[config.mk]
export PLATFORM = sky130hd
export DESIGN_NAME = ads1115_i2c_target
export DESIGN_NICKNAME = d
export VERILOG_FILES = /design/src/rtl/ads1115_pkg.sv /design/src/rtl/i2c_bus_sync.sv /design/src/rtl/ads1115_i2c_target.sv
export SDC_FILE = /design/constraint.sdc
export NUM_CORES = 1
export LEC_CHECK = 0
export ABC_CLOCK_PERIOD_IN_PS = 1600
export CAP_MARGIN = 20
export CORE_UTILIZATION = 40
export CTS_BUF_LIST = sky130_fd_sc_hd__clkbuf_4 sky130_fd_sc_hd__clkbuf_8 sky130_fd_sc_hd__clkbuf_16
export DETAILED_ROUTE_END_ITERATION = 16
export PLACE_DENSITY = 0.7
export SKIP_LAST_GASP = 1
export SLEW_MARGIN = 20
export SYNTH_ARGS = -nofsm -noshare
export SYNTH_HDL_FRONTEND = slang
export SYNTH_SLANG_ARGS = --single-unit
[constraint.sdc]
create_clock -name clk -period 1.6 [get_ports clk]
set_input_delay 0.32 -clock clk [delete_from_list [all_inputs] [get_ports clk]]
set_output_delay 0.32 -clock clk [all_outputs]
set_load 0.02 [all_outputs]
[src/rtl/ads1115_pkg.sv]
// ads1115_pkg
// Shared definitions for the ADS1115-style I2C register target:
//   - default 7-bit bus address
//   - register pointer encodings
//   - register reset values
//   - protocol FSM state enum
package ads1115_pkg;

    localparam logic [6:0] DEFAULT_ADDR = 7'h48;

    // Register pointer encodings (low two bits of the pointer byte)
    localparam logic [1:0] PTR_CONV = 2'd0;
    localparam logic [1:0] PTR_CFG  = 2'd1;
    localparam logic [1:0] PTR_LO   = 2'd2;
    localparam logic [1:0] PTR_HI   = 2'd3;

    // Register reset values
    localparam logic [15:0] CONV_RST = 16'h0000;
    localparam logic [15:0] CFG_RST  = 16'h8583;
    localparam logic [15:0] LO_RST   = 16'h8000;
    localparam logic [15:0] HI_RST   = 16'h7FFF;

    typedef enum logic [3:0] {
        ST_IDLE      = 4'd0,
        ST_ADDR      = 4'd1,
        ST_ADDR_ACK  = 4'd2,
        ST_PTR       = 4'd3,
        ST_PTR_ACK   = 4'd4,
        ST_WR_BYTE   = 4'd5,
        ST_WR_ACK    = 4'd6,
        ST_RD_BYTE   = 4'd7,
        ST_RD_ACK    = 4'd8,
        ST_WAIT_STOP = 4'd9
    } state_t;

endpackage

[src/rtl/i2c_bus_sync.sv]
// i2c_bus_sync
// Brings the raw I2C lines into the clk domain and derives bus events.
// Ports:
//   clk, rst_n  : system clock, synchronous active-low reset
//   scl, sda_in : raw bus lines
//   sda         : synchronized SDA level
//   scl_rise    : one-cycle pulse on synchronized SCL rising edge
//   scl_fall    : one-cycle pulse on synchronized SCL falling edge
//   start_det   : SDA fell while SCL high
//   stop_det    : SDA rose while SCL high
module i2c_bus_sync (
    input  logic clk,
    input  logic rst_n,
    input  logic scl,
    input  logic sda_in,
    output logic sda,
    output logic scl_rise,
    output logic scl_fall,
    output logic start_det,
    output logic stop_det
);

    // [0],[1] form the 2-FF synchronizer, [2] holds the previous synced value.
    // Reset to 1 (idle bus) so no spurious START is seen coming out of reset.
    logic [2:0] scl_p;
    logic [2:0] sda_p;

    always_ff @(posedge clk) begin
        if (!rst_n) begin
            scl_p <= 3'b111;
            sda_p <= 3'b111;
        end else begin
            scl_p <= {scl_p[1:0], scl};
            sda_p <= {sda_p[1:0], sda_in};
        end
    end

    assign sda       = sda_p[1];
    assign scl_rise  =  scl_p[1] & ~scl_p[2];
    assign scl_fall  = ~scl_p[1] &  scl_p[2];
    // SCL must be high on both samples so an SDA change around an SCL edge
    // is never mistaken for START/STOP.
    assign start_det = scl_p[1] & scl_p[2] &  sda_p[2] & ~sda_p[1];
    assign stop_det  = scl_p[1] & scl_p[2] & ~sda_p[2] &  sda_p[1];

endmodule

[src/rtl/ads1115_i2c_target.sv]
// ads1115_i2c_target
// I2C target exposing the ADS1115 register map: conversion (read-only),
// config, lo_thresh and hi_thresh. The target never stretches SCL.
// Optional feature macro: ADS1115_COMPARATOR_EN
//   defined   : threshold registers are R/W and alert_n implements the
//               traditional comparator
//   undefined : pointers 2/3 read 0, writes to them are dropped, alert_n = 1
// Ports:
//   clk, rst_n  : system clock, synchronous active-low reset
//   scl, sda_in : raw I2C bus lines
//   sda_oe      : 1 = pull SDA low, 0 = release
//   conv_data   : signed conversion result, captured on conv_valid
//   conv_valid  : one-cycle strobe
//   cfg_reg     : current config register
//   cfg_wr      : one-cycle pulse the cycle after cfg_reg is written
//   alert_n     : active-low comparator alert
// Handshake: conv_valid is a qualifier-only strobe (no ready); conv_data is
// captured on every cycle conv_valid is high.
module ads1115_i2c_target
    import ads1115_pkg::*;
#(
    parameter logic [6:0] I2C_ADDR = DEFAULT_ADDR
) (
    input  logic        clk,
    input  logic        rst_n,
    input  logic        scl,
    input  logic        sda_in,
    output logic        sda_oe,
    input  logic [15:0] conv_data,
    input  logic        conv_valid,
    output logic [15:0] cfg_reg,
    output logic        cfg_wr,
    output logic        alert_n
);

    logic sda;
    logic scl_rise;
    logic scl_fall;
    logic start_det;
    logic stop_det;

    i2c_bus_sync u_sync (
        .clk       (clk),
        .rst_n     (rst_n),
        .scl       (scl),
        .sda_in    (sda_in),
        .sda       (sda),
        .scl_rise  (scl_rise),
        .scl_fall  (scl_fall),
        .start_det (start_det),
        .stop_det  (stop_det)
    );

    state_t      state;
    logic [3:0]  bit_cnt;     // SCL rises seen in the current byte; 8 = complete
    logic [7:0]  shreg;
    logic        rw;
    logic [1:0]  ptr;
    logic [1:0]  wr_cnt;      // data bytes accepted since the pointer byte
    logic [7:0]  wr_msb;
    logic [15:0] snap;        // read snapshot, isolates reads from conv updates
    logic        byte_sel;    // 0 = sending MSB byte, 1 = LSB byte
    logic        host_nack;
    logic [15:0] conv_q;
    logic [15:0] cfg_q;
    logic        cfg_upd;

`ifdef ADS1115_COMPARATOR_EN
    logic [15:0] lo_q;
    logic [15:0] hi_q;
`endif

    logic        byte_done;
    logic [15:0] rd_sel;
    logic [7:0]  tx_byte;
    logic [7:0]  next_byte;
    logic        tx_bit;

    assign byte_done = bit_cnt[3];
    assign cfg_reg   = cfg_q;

    always_comb begin
        rd_sel = conv_q;
        case (ptr)
            PTR_CFG: rd_sel = cfg_q;
`ifdef ADS1115_COMPARATOR_EN
            PTR_LO:  rd_sel = lo_q;
            PTR_HI:  rd_sel = hi_q;
`else
            PTR_LO:  rd_sel = 16'h0000;
            PTR_HI:  rd_sel = 16'h0000;
`endif
            default: rd_sel = conv_q;
        endcase
    end

    always_comb begin
        tx_byte   = byte_sel ? snap[7:0]  : snap[15:8];
        next_byte = byte_sel ? snap[15:8] : snap[7:0];
        // bit_cnt rises already seen -> next bit to present is 7 - bit_cnt
        tx_bit    = tx_byte[3'd7 - bit_cnt[2:0]];
    end

    always_ff @(posedge clk) begin
        if (!rst_n) begin
            state     <= ST_IDLE;
            bit_cnt   <= 4'd0;
            shreg     <= 8'h00;
            rw        <= 1'b0;
            ptr       <= PTR_CONV;
            wr_cnt    <= 2'd0;
            wr_msb    <= 8'h00;
            snap      <= 16'h0000;
            byte_sel  <= 1'b0;
            host_nack <= 1'b0;
            sda_oe    <= 1'b0;
            conv_q    <= CONV_RST;
            cfg_q     <= CFG_RST;
            cfg_upd   <= 1'b0;
            cfg_wr    <= 1'b0;
`ifdef ADS1115_COMPARATOR_EN
            lo_q      <= LO_RST;
            hi_q      <= HI_RST;
`endif
        end else begin
            cfg_upd <= 1'b0;
            cfg_wr  <= cfg_upd;

            if (conv_valid) begin
                conv_q <= conv_data;
            end

            if (start_det) begin
                state   <= ST_ADDR;
                bit_cnt <= 4'd0;
                sda_oe  <= 1'b0;
            end else if (stop_det) begin
                // Any half-received write is simply abandoned here.
                state   <= ST_IDLE;
                bit_cnt <= 4'd0;
                sda_oe  <= 1'b0;
            end else if (scl_rise) begin
                case (state)
                    ST_ADDR, ST_PTR, ST_WR_BYTE: begin
                        shreg   <= {shreg[6:0], sda};
                        bit_cnt <= bit_cnt + 4'd1;
                    end
                    ST_RD_BYTE: bit_cnt   <= bit_cnt + 4'd1;
                    ST_RD_ACK:  host_nack <= sda;
                    default: ;
                endcase
            end else if (scl_fall) begin
                // All SDA drive changes happen here, with SCL already low.
                case (state)
                    ST_ADDR: begin
                        if (byte_done) begin
                            bit_cnt <= 4'd0;
                            if (shreg[7:1] == I2C_ADDR) begin
                                rw       <= shreg[0];
                                sda_oe   <= 1'b1;
                                snap     <= rd_sel;
                                byte_sel <= 1'b0;
                                state    <= ST_ADDR_ACK;
                            end else begin
                                state <= ST_WAIT_STOP;
                            end
                        end
                    end
                    ST_ADDR_ACK: begin
                        bit_cnt <= 4'd0;
                        if (rw) begin
                            sda_oe <= ~snap[15];
                            state  <= ST_RD_BYTE;
                        end else begin
                            sda_oe <= 1'b0;
                            state  <= ST_PTR;
                        end
                    end
                    ST_PTR: begin
                        if (byte_done) begin
                            ptr     <= shreg[1:0];
                            wr_cnt  <= 2'd0;
                            bit_cnt <= 4'd0;
                            sda_oe  <= 1'b1;
                            state   <= ST_PTR_ACK;
                        end
                    end
                    ST_PTR_ACK, ST_WR_ACK: begin
                        sda_oe <= 1'b0;
                        state  <= ST_WR_BYTE;
                    end
                    ST_WR_BYTE: begin
                        if (byte_done) begin
                            bit_cnt <= 4'd0;
                            if (wr_cnt == 2'd2) begin
                                // Third data byte: leave SDA released (NACK).
                                state <= ST_WAIT_STOP;
                            end else begin
                                sda_oe <= 1'b1;
                                wr_cnt <= wr_cnt + 2'd1;
                                state  <= ST_WR_ACK;
                                if (wr_cnt == 2'd0) begin
                                    wr_msb <= shreg;
                                end else begin
                                    case (ptr)
                                        PTR_CFG: begin
                                            cfg_q   <= {wr_msb, shreg};
                                            cfg_upd <= 1'b1;
                                        end
`ifdef ADS1115_COMPARATOR_EN
                                        PTR_LO: lo_q <= {wr_msb, shreg};
                                        PTR_HI: hi_q <= {wr_msb, shreg};
`endif
                                        default: ;
                                    endcase
                                end
                            end
                        end
                    end
                    ST_RD_BYTE: begin
                        if (byte_done) begin
                            bit_cnt <= 4'd0;
                            sda_oe  <= 1'b0;
                            state   <= ST_RD_ACK;
                        end else begin
                            sda_oe <= ~tx_bit;
                        end
                    end
                    ST_RD_ACK: begin
                        bit_cnt <= 4'd0;
                        if (host_nack) begin
                            sda_oe <= 1'b0;
                            state  <= ST_WAIT_STOP;
                        end else begin
                            byte_sel <= ~byte_sel;
                            sda_oe   <= ~next_byte[7];
                            state    <= ST_RD_BYTE;
                        end
                    end
                    default: ;
                endcase
            end
        end
    end

`ifdef ADS1115_COMPARATOR_EN
    // Traditional comparator with hysteresis; cfg_reg[1:0] = 11 disables it.
    always_ff @(posedge clk) begin
        if (!rst_n) begin
            alert_n <= 1'b1;
        end else if (cfg_q[1:0] == 2'b11) begin
            alert_n <= 1'b1;
        end else if (conv_valid) begin
            if ($signed(conv_data) > $signed(hi_q)) begin
                alert_n <= 1'b0;
            end else if ($signed(conv_data) < $signed(lo_q)) begin
                alert_n <= 1'b1;
            end
        end
    end
`else
    assign alert_n = 1'b1;
`endif

endmodule

==> results list <==
* Result of the run: complete, but fails checks
- The checks that failed: negative setup slack.
* Antenna fix cells: 0
* Worst Hold Path Cells: 2
- Static leakage: 2.387 nW
- In this run the vertical extent of the chip is 106.5 um.
* Achievable Freq: 0.5662 GHz
- Post-route met1 wirelength: 5.034 mm
* Fill cell instance count of the final layout: 934
* Yosys Warn Count: 0
- Library cell with the largest summed area after synthesis: sky130_fd_sc_hd__dfxtp_1
- For the worst setup path, the data arrival time is 2.03 ns.
* Reg2reg end: cfg_reg[9]
- In the routed design, unresolved DRC markers number 0.
- Area overhead of the layout relative to synthesis: 34.29%
- Worst Path Max Fanout: 5
* Syn Nets: 471
- Setup violations remaining at the end of the flow were counted as 58.
- Share of the yosys chip area belonging to registers: 40.30%
- In the finished design, the share of the clock period the worst path needs comes to 110.4%.
- Detailed router's first-iteration violation count: 173
- Count of input and output buffers: 38
- Longest Clk Path Bufs: 2
- FP Rows: 37
* Die Outline Area: 11350 um2
* #FFs+latches synth: 88
* CTS tree: built
* Remaining antenna violation count after routing: 0
- Cells with a size suffix above 1 make up 28.44% of the layout.
* Global placement routability congestion: 0.9240
* Worst path setup slack after routing: -0.1663 ns
- For hold timing, the worst endpoint is u_sync.scl_p[2].
* Setup skew after layout: 0.01557 ns
- Dividing the detail-routed wire length by the instance count gives 16.38 um.
* Vias: 3575
* Worst setup timing slack at the placement stage: -0.1916 ns
- In this run the critical register-to-register path is launched from u_sync.scl_p[1].
* Total Routed Length: 11.27 mm
- In this run, distinct cell masters in the synthesized netlist total 59.
- After detailed routing, the number of vias per cell comes to 5.196.
- Cell with the most instances after synthesis: sky130_fd_sc_hd__dfxtp_1
- After floorplanning, the core was sized to cover 10460 um2.
* Maximum Capacitance Violations: 0
- Entering global routing, the biggest net connects 80 pins.
- Summed over all layers, the global routing overflow is 0.
* Number of global-route vias before repair: 3675
* Worst hold path type: primary input to register
* Total negative slack for setup checks: -5.428 ns
- For flop-to-flop paths, the worst setup slack is -0.17 ns.
- Detailed-router iteration count before antenna repair: 4
- Wire segments on met2 add up to 5.707 mm in the final route.
- Counting cells, the worst reg-to-reg path comes to 10.
- The routed design uses 325 um of met3 wire.
* Clock transition at the registers of the reported paths: 0.10 ns
- Insertion delay of the later-clocked pin in the worst-skew pair: 0.37 ns
- Synth async-reset ratio: 0%
- Antenna violations before repair: 0
- H-tree depth: 3
* Post-cts hold buffer count: 0
- The worst setup path is captured at a register.
* Sink Count: 88
* Global-route wire length before repair: 18.34 mm
* Most instantiated cells after synthesis: sky130_fd_sc_hd__dfxtp_1, sky130_fd_sc_hd__mux2i_1, sky130_fd_sc_hd__nor2b_1
- Top layer reached by signal wires: met4
* Area fraction of the dominant cell type after synthesis: 40.30%
- The most used flip-flop cell after synthesis is sky130_fd_sc_hd__dfxtp_1.
- Unrepaired setup endpoints after global routing: yes
* Launch point of the worst hold path: rst_n
* Synth Instances: 444
- The synthesized design contains 0 enable-type register cells.
- Synthesized area: 4372 um2
- Final min period: 1.766 ns
* X dimension of the die: 106.5 um
* Clock root buffer master: sky130_fd_sc_hd__clkbuf_8
- In this run the power density over the cells is 721.4 nW/um2.
* Critical path data required time: 1.86 ns
* Total global-route track usage: 20.78%
- Number of slew-limit violations in the final report: 0
* Critical path start-end classification: register to register
- Synthesized area per cell: 9.846 um2
- In the final design database the tool counted 574 nets.
- The initial utilization of the core area, before any placement, comes to 41.78%.
- The HPWL after detailed placement is 7.472 mm.
- Buffers inserted during clock tree synthesis total 9.
* Worst VDD drop: 551.5 uV
- Final Hold Fails: 0
- Top-Level Pins: 40
* Cells taking the most area after synthesis: sky130_fd_sc_hd__dfxtp_1, sky130_fd_sc_hd__mux2i_1, sky130_fd_sc_hd__nor2b_1, sky130_fd_sc_hd__nand2_1, sky130_fd_sc_hd__or3_1
- The worst setup path is launched from a register.
[logic make-up (layout without fill, tap and decap cells)]
group | Yosys count | after routing | synth area share, %
adders and majority gates | 6 | 6 | 1.717
xor gates and xnor gates | 3 | 3 | 0.6011
DFF | 88 | 88 | 40.30
other | 1 | 1 | 0.08578
muxes | 76 | 76 | 18.09
buffers and inverters | 37 | 142 | 4.865
and+or+nand+nor | 166 | 169 | 22.72
AOI/OAI and AO/OA | 67 | 67 | 11.62
[placed cells by master, fill, tap and decap left out, types with 3 or more instances in the layout]
| master | n |
|---|---|
| sky130_fd_sc_hd__ha_1 | 4 |
| sky130_fd_sc_hd__dfxtp_1 | 78 |
| sky130_fd_sc_hd__and2_1 | 3 |
| sky130_fd_sc_hd__nor2b_1 | 49 |
| sky130_fd_sc_hd__nand2_1 | 34 |
| sky130_fd_sc_hd__a21oi_1 | 8 |
| sky130_fd_sc_hd__dlygate4sd2_1 | 18 |
| sky130_fd_sc_hd__nand3_1 | 6 |
| sky130_fd_sc_hd__buf_6 | 10 |
| sky130_fd_sc_hd__a211oi_1 | 3 |
| sky130_fd_sc_hd__mux2i_1 | 73 |
| sky130_fd_sc_hd__nand4_4 | 4 |
| sky130_fd_sc_hd__nor2_1 | 8 |
| sky130_fd_sc_hd__buf_4 | 65 |
| sky130_fd_sc_hd__o211ai_1 | 3 |
| sky130_fd_sc_hd__inv_1 | 6 |
| sky130_fd_sc_hd__o21ai_0 | 10 |
| sky130_fd_sc_hd__inv_8 | 4 |
| sky130_fd_sc_hd__clkdlybuf4s50_1 | 19 |
| sky130_fd_sc_hd__dfxtp_4 | 5 |
| sky130_fd_sc_hd__a21boi_1 | 17 |
| sky130_fd_sc_hd__nand2b_1 | 8 |
| sky130_fd_sc_hd__or3_1 | 19 |
| sky130_fd_sc_hd__buf_12 | 6 |
| sky130_fd_sc_hd__nor3_1 | 6 |
| sky130_fd_sc_hd__dfxtp_2 | 5 |
| sky130_fd_sc_hd__clkbuf_8 | 9 |
[cell type report]
type	instances	area (um2)	area share, %
Sequential cell	88	1787	30.43
Clock inverter	7	78.83	1.343
Tap cell	136	170.2	2.899
Timing Repair Buffer	119	1074	18.29
Inverter	7	28.78	0.4902
Clock buffer	9	123.9	2.110
Multi-Input combinational cell	322	2609	44.44
[routing by layer]
| layer | up-vias | global-route usage, % |
|---|---|---|
| met5 | - | 0 |
| met4 | 0 | 7.241 |
| met3 | 16 | 4.721 |
| met2 | 65 | 36.09 |
| met1 | 1724 | 25.09 |
| li1 | 1770 | - |
[what timing repair did]
item | in CTS | in global routing
buffers inserted | 12 | 5
gates cloned | 4 | 0
pin swaps | 20 | 16
hold endpoints to repair | 0 | 0
gates resized for setup | 53 | 25
setup endpoints to repair | 73 | 64
[worst max path at each step]
stage	from	to	cells past startpoint
floorplan	byte_sel	sda_oe	6
global placement	state[3]	cfg_reg[8]	7
detailed placement	state[3]	cfg_reg[4]	7
CTS	u_sync.scl_p[1]	cfg_reg[9]	10
global route	u_sync.scl_p[1]	cfg_reg[9]	10
finish	u_sync.scl_p[1]	cfg_reg[9]	10
[worst max-delay path, stage by stage, from the launching register on]
cell                      delay [ns]
sky130_fd_sc_hd__dfxtp_4        0.38
sky130_fd_sc_hd__inv_4          0.06
sky130_fd_sc_hd__ha_4           0.14
sky130_fd_sc_hd__nand2_4        0.05
sky130_fd_sc_hd__a21oi_4        0.19
sky130_fd_sc_hd__buf_6          0.13
sky130_fd_sc_hd__nand4_1        0.16
sky130_fd_sc_hd__buf_4          0.22
sky130_fd_sc_hd__buf_6          0.14
sky130_fd_sc_hd__mux2i_1        0.14
sky130_fd_sc_hd__nor2b_1        0.06
[report_power, final]
part           switching, mW  leakage [nW]  internal (mW)
sequential            0.0292         0.717           2.22
combinational          0.190          1.56          0.220
clock                  0.946         0.105          0.633
total                   1.16          2.39           3.07
[per-stage QoR]
stage | area (um2) | power, mW | cells | hold WS [ns] | util [%]
after detailed placement | 5301 | 2.660 | 652 | 0.4054 | 50.67
after CTS | 5753 | 4.258 | 684 | 0.1916 | 54.99
final | 5871 | 4.235 | 688 | 0.2200 | 56.11
after floorplan | 4409 | 2.503 | 444 | 0.3863 | -
after global routing | 5871 | 4.417 | 688 | 0.2134 | 56.11
after global placement | 5301 | 2.653 | 652 | 0.3931 | 50.67
Power figures use the tool's default switching activity.
==> RTL edit, RTL diff (same settings) <==
Add a define of `ADS1115_COMPARATOR_EN`.
--- a/src/rtl/ads1115_i2c_target.sv
+++ b/src/rtl/ads1115_i2c_target.sv
@@ -16,6 +16,8 @@
 //   alert_n     : active-low comparator alert
 // Handshake: conv_valid is a qualifier-only strobe (no ready); conv_data is
 // captured on every cycle conv_valid is high.
+`define ADS1115_COMPARATOR_EN
+
 module ads1115_i2c_target
     import ads1115_pkg::*;
 #(
Function: not settled (the Yosys comparison gave no result); the edit may change what the design does.
==> RTL edit against the original RTL <==
The flow still finishes with violations (negative setup slack); clock skew is 0.0058 ns lower; synthesized area increased by 44%; critical path depth is 1 lower; design area up 58%; final cell count increased by 53%; power increased by 72%; worst setup slack worse by 0.11 ns; wire length grew 70%; sequential cell count grew 33; critical path type unchanged; largest cell class unchanged.
==> RTL edit: results (changes against the original RTL) <==
[status]
status = complete, but fails checks
failed_checks = negative setup slack

[route]
vias_per_inst = 5.44  ; +4.6%
first_pass_iters = 5  ; +1
wire_per_inst_um = 18.1  ; +11%
detail_route.iter0.violations = 378  ; +120%
wl_met3_um = 839  ; +160%

[cts]
path_clk_slew_ns = 0.05  ; -0.05 ns
cts-root-buf = clkbuf_16
numCtsBuffers = 17  ; +8

[setup_path]
worst_r2r_path_depth = 9  ; -1
reg2reg_to = lo_q[15]
timing.critical_path.fanout_max = 8  ; +3
critical-path-slowest-cell = or4_4
path_delay_family = simple AND/OR/NAND/NOR gates

[grt]
first_global_vias = 5707  ; +55%
grt_util_overall_pct = 23.3  ; +2.5 points
maximum_number_of_pins_on_one_net_before_global_route_repair = 100  ; +25%
grt_first_pass_wirelength_um = 29000  ; +58%

[layout]
clock_buffer_count = 22  ; +13
layout.comb_gates.multi_input = 480  ; +49%
drive_gt1_share_pct = 38.7  ; +10 points
area.share.sequential_pct = 26.4  ; -4.0 points
count_of_buffers_not_belonging_to_the_clock_network_in_the_layout = 172  ; +45%
nonClkBufAreaFrac_pct = 17.6  ; -0.72 points

[yosys]
syn_inst = 686  ; +55%
post_synth_fa_ha_maj_area_fraction_pct = 7.35  ; +5.6 points
ys_seq_area_share_pct = 38.5  ; -1.8 points
postSynthRegisterBits = 121  ; +38%
synth_xor_xnor_area_share_pct = 0.139  ; -0.46 points
netlist_top_cells_count = dfxtp_1, nand2_1, nor2b_1
yosysUniqueCellTypes = 56  ; -5.1%
synth-compound-area-share_pct = 11.7  ; +0.087 points

[placement]
postPlaceCellArea_um2 = 7740  ; +46%
post-place-ws_ns = -0.736  ; -0.544 ns
routabilityCongestion = 0.912  ; -1.3%
port_buffers = 39  ; +2.6%
hpwl_um = 12100  ; +63%

[timing]
layout_setup_ws_ns = -0.279  ; -0.113 ns
final-setup-viol-count = 77  ; +33%
fin_tns_setup_ns = -11.34  ; -5.91 ns
clock-skew-final_ns = 0.00981  ; -0.00576 ns

[power]
pwr.group.clock_mw = 3.71  ; +130%
power.leakage_nw = 4.04  ; +69%
sw_frac_of_total_pct = 21.8  ; -5.7 points

[hold_path]
whs_endpoint = hi_q[0]

## RTL edit: cell count changes after synthesis, sizes merged, moves of 8 or more
cell / unedited run / this run
nand3: 8 / 34
nor2: 10 / 18
mux4: 2 / 20
a21oi: 10 / 21
nand2: 35 / 97
inv: 7 / 41
dfxtp: 88 / 121
mux2i: 73 / 54
o211ai: 3 / 15
ha: 6 / 37
or3: 19 / 1
clkbuf: 15 / 31
## RTL edit: worst max path at each step
stage / startpoint / to / slack (ns)
after floorplan: state[3] / lo_q[15] / -0.28
after global placement: conv_data[1] / alert_n / -0.76
after detailed placement: conv_data[1] / alert_n / -0.74
after CTS: wr_cnt[0] / lo_q[12] / -0.27
after global routing: u_sync.scl_p[1] / lo_q[15] / -0.35
final: u_sync.scl_p[1] / lo_q[15] / -0.28
## RTL edit: timing repair
action	CTS	global route
endpoints found under the hold margin	0	0
gates cloned	3	3
setup buffers	14	8
pin swaps	61	44
setup endpoints to repair	108	97
gates resized for setup	162	77
